### src/rtl/piso_serial_tx.sv
// Parallel-in serial-out transmitter: accepts a word on a valid/ready handshake and
// shifts it out one bit per clock, followed by a single-cycle done pulse.
`timescale 1ns/1ps

module piso_serial_tx #(
    parameter int WIDTH     = 8,
    parameter bit MSB_FIRST = 1'b1
) (
    input  logic             clk,
    input  logic             rst,
    input  logic [WIDTH-1:0] din,
    input  logic             load_valid,
    output logic             load_ready,
    output logic             sout,
    output logic             sout_valid,
    output logic             busy,
    output logic             done
);

    localparam int CNT_W = $clog2(WIDTH);
    localparam logic [CNT_W-1:0] CNT_LAST = CNT_W'(WIDTH - 1);

    typedef enum logic [1:0] {
        IDLE  = 2'd0,
        SHIFT = 2'd1,
        DONE  = 2'd2
    } state_t;

    state_t             state;
    state_t             state_nxt;
    logic [WIDTH-1:0]   shreg;
    logic [WIDTH-1:0]   shreg_nxt;
    logic [CNT_W-1:0]   cnt;
    logic [CNT_W-1:0]   cnt_nxt;

    always_ff @(posedge clk or negedge rst) begin
        if (!rst) begin
            state <= IDLE;
            shreg <= '0;
            cnt   <= '0;
        end else begin
            state <= state_nxt;
            shreg <= shreg_nxt;
            cnt   <= cnt_nxt;
        end
    end

    // Shift direction moves the next bit to send into the output tap, zero filled.
    always_comb begin
        state_nxt = state;
        shreg_nxt = shreg;
        cnt_nxt   = cnt;
        case (state)
            IDLE: begin
                if (load_valid) begin
                    state_nxt = SHIFT;
                    shreg_nxt = din;
                    cnt_nxt   = '0;
                end
            end
            SHIFT: begin
                if (cnt == CNT_LAST) begin
                    state_nxt = DONE;
                end else begin
                    cnt_nxt = cnt + 1'b1;
                    if (MSB_FIRST) begin
                        shreg_nxt = {shreg[WIDTH-2:0], 1'b0};
                    end else begin
                        shreg_nxt = {1'b0, shreg[WIDTH-1:1]};
                    end
                end
            end
            DONE: begin
                state_nxt = IDLE;
            end
            default: begin
                state_nxt = IDLE;
            end
        endcase
    end

    assign load_ready = (state == IDLE);
    assign sout_valid = (state == SHIFT);
    assign busy       = (state != IDLE);
    assign done       = (state == DONE);
    assign sout       = sout_valid & (MSB_FIRST ? shreg[WIDTH-1] : shreg[0]);

endmodule

### config.mk
export PLATFORM = sky130hd
export DESIGN_NAME = piso_serial_tx
export DESIGN_NICKNAME = d
export VERILOG_FILES = /design/src/rtl/piso_serial_tx.sv
export SDC_FILE = /design/constraint.sdc
export NUM_CORES = 1
export LEC_CHECK = 0
export ABC_AREA = 1
export CORE_MARGIN = 10
export CORE_UTILIZATION = 45
export CTS_CLUSTER_SIZE = 10
export DETAILED_ROUTE_END_ITERATION = 6
export GPL_ROUTABILITY_DRIVEN = 0
export PLACE_DENSITY = 0.74
export SETUP_SLACK_MARGIN = 0.1
export SLEW_MARGIN = 40
export SYNTH_ARGS = -nofsm -noshare
export SYNTH_HDL_FRONTEND = slang
export SYNTH_SLANG_ARGS = --single-unit
### constraint.sdc
create_clock -name clk -period 1.55 [get_ports clk]
set_input_delay 0.2325 -clock clk [delete_from_list [all_inputs] [get_ports clk]]
set_output_delay 0.2325 -clock clk [all_outputs]
set_load 0.02 [all_outputs]
==> qor.csv <==
stage,metric,value,unit
worst_setup_path,Crit Path Max Fanout,6,
global_route,vias in the first global route,670,
clock_network,CTS Sinks,13,
global_route,largest net degree at the start of global routing,13,
worst_setup_path,crit start category,flip-flop,
clock_network,Clock transition at path regs,80,ps
detailed_routing,Iter 0 DRT Violations,10,
timing,final setup skew,0.520,ps
logic_synthesis,"Cell Area, Synth",713,sq um
cells_and_area,ant diodes,0,
global_route,initial antenna violation count,0,
timing,Tmin final,1410,ps
power_and_ir_drop,Final Power,1.84,mW
logic_synthesis,"area leader, netlist",dfrtp_1,
global_route,first-pass GRT wire length,3.04,mm
timing,Slew @ Worst Pin,349,ps
logic_synthesis,number of library cell types mapped by synthesis,14,
clock_network,H-tree depth,1,
logic_synthesis,Gate Count Post-Synth,88,
clock_network,clock buffer depth,2,
timing,unrepaired setup endpoints after global routing,no,
clock_network,CTS root buf,clkbuf_4,
global_route,total grt overflow,0,
placement,port bufs,15,
global_route,Tot GR Track Use,0.110,
logic_synthesis,simple-gate area share of the yosys netlist,0.412,
min_path,min-delay worst type,in -> async,
power_and_ir_drop,leak pwr,0.524,nW
timing,Slew HR,0.766,
logic_synthesis,mux cell area share after synthesis,0,
detailed_routing,wire length per cell,13.1,um
worst_setup_path,"Arr. time, crit path",1180,ps
logic_synthesis,syn nets,101,
timing,max-slew violation count,0,
power_and_ir_drop,pwr dens,1920,nW/um^2
detailed_routing,Vias/cell,5.13,
detailed_routing,first-pass iteration count of the detailed router,4,
worst_setup_path,"Req. time, crit path",1320,ps
logic_synthesis,post-synthesis compound-gate area fraction,0,
placement,HPWL after DPL,1.27,mm
floorplanning,Starting Density,0.473,
logic_synthesis,Area contributors post-synth,"dfrtp_1 46%, nand2_1 17%, nand3_1 13%, buf_6 6.3%, ha_1 3.5%",
logic_synthesis,YS warnings,0,
detailed_routing,Antenna Nets Post-Route,0,
logic_synthesis,largest family of logic cells by synthesized area,simple AND/OR/NAND/NOR gates,
floorplanning,Core ar.,1510,sq um
timing,setup TNS,0,ps
logic_synthesis,"FF+latch count, synth",13,
cells_and_area,nets,130,
clock_network,worst skew pair latency,280,ps
power_and_ir_drop,worst-case vdd ir drop,0.000888,V
cells_and_area,share of post-route cells with drive strength above 1,0.250,
worst_setup_path,Worst Setup End Kind,primary output,
clock_network,TritonCTS clock tree,built,
cells_and_area,layout overhead on the synthesized area,34.4,%
detailed_routing,total wire length,1.73,mm
logic_synthesis,post-synthesis sequential area ratio,0.456,
logic_synthesis,Synth Area in Adders,0.0351,
job,Max-Cap Viols,0,
cells_and_area,"commonest non-fill, non-tap cell in the layout",nand2_1,
timing,fmax,0.710,GHz
floorplanning,num rows,14,
floorplanning,Die X,59.8,um
detailed_routing,detailed-route DRC error count,0,
worst_setup_path,critical path type,reg -> out,
clock_network,Post-CTS Hold Buffers,0,
clock_network,CTS buffer count,3,
logic_synthesis,Synth Area in XOR/XNOR,0,
floorplanning,DIE AREA,3580,sq um
timing,Setup-failing EPs final,0,
timing,"Hold Vio Cnt, Final",0,
cells_and_area,most frequent cells in the layout,"33 x nand2_1, 19 x nand3_1, 14 x buf_4",
floorplanning,Die Height,59.8,um
detailed_routing,via count,677,
logic_synthesis,Mean Syn Cell Area,8.10,sq um
run_status,status,"complete, no violations",
timing,Tcrit/Tclk final,0.908,
floorplanning,IO Pins,16,
logic_synthesis,share of the synthesized area in the top cell type,0.456,
## cells by family (layout without fill, tap and decap cells)
group         Yosys count  count (layout)
fa+ha+maj               2               2
buf+inv                10              38
simple gates           63              63
flops                  13              13
## metal layers
layer / global-route usage / vias to the layer above / wire (um) / part of all wire
li1: - / 340 / - / -
met1: 0.130 / 309 / 799 / 0.46
met2: 0.174 / 21 / 817 / 0.47
met3: 0.0233 / 7 / 71 / 0.041
met4: 0.0705 / 0 / 41 / 0.024
met5: 0 / - / 0 / 0
## stage by stage
| step | utilization | instances | hold WS, ps | cell area (sq um) | worst slack [ps] |
|---|---|---|---|---|---|
| 5_1_grt | 0.636 | 132 | 215 | 958 | 99.6 |
| 3_3_place_gp | 0.618 | 127 | 496 | 931 | 74.2 |
| 4_1_cts | 0.637 | 131 | 219 | 960 | 19.1 |
| 6_report | 0.636 | 132 | 212 | 958 | 142 |
| 2_1_floorplan | - | 88 | -63.1 | 713 | 230 |
| 3_5_place_dp | 0.618 | 127 | 501 | 931 | 52.1 |
## report_power, final
group | leakage [nW] | internal, mW | switching (mW)
Clock | 0.0150 | 0.100 | 0.121
Combinational | 0.346 | 0.457 | 0.585
Sequential | 0.164 | 0.486 | 0.0924
Total | 0.524 | 1.04 | 0.799
## critical path, stage by stage, from the launching register on
cell             delay [ps]
dfrtp_2                 460
nor2_1                  120
clkdlybuf4s15_1         310
## path summary, 6_finish.rpt
kind | start | endpoint | slack [ps] | depth (start not counted)
setup / recovery | state[0] | done | 140 | 2
hold / removal | rst | cnt[2] | 210 | 1
setup reg to reg | cnt[0] | shreg[6] | 200 | 7
hold reg to reg | shreg[2] | shreg[2] | 520 | 2
max in group asynchronous | rst | state[0] | 900 | 2
min in group clk | din[0] | shreg[0] | 520 | 3
## cells in the mapped netlist, drive strengths merged
library cell and n:
nand2 36, nand3 20, dfrtp 13, buf 5, inv 5, nor2 5, ha 2, nand4 2
## sequential cells by signal, summed over array words and instances, names as in the netlist
signal	count
cnt	3
shreg	8
state	2
## repair_timing
action                                 in CTS  in global routing
buffers inserted                            0                  1
setup endpoints to repair                   5                 15
resized for setup                          12                  9
endpoints found under the hold margin       0                  0
## final cells by class
type	instances	area (sq um)
clock buffers	4	26.3
fillers	132	548
inverters	5	18.8
multi-input cells	65	332
flip-flops and latches	13	327
well taps	16	20.0
repair buffers	29	235
Note: power is estimated with default switching activity, not from simulation.
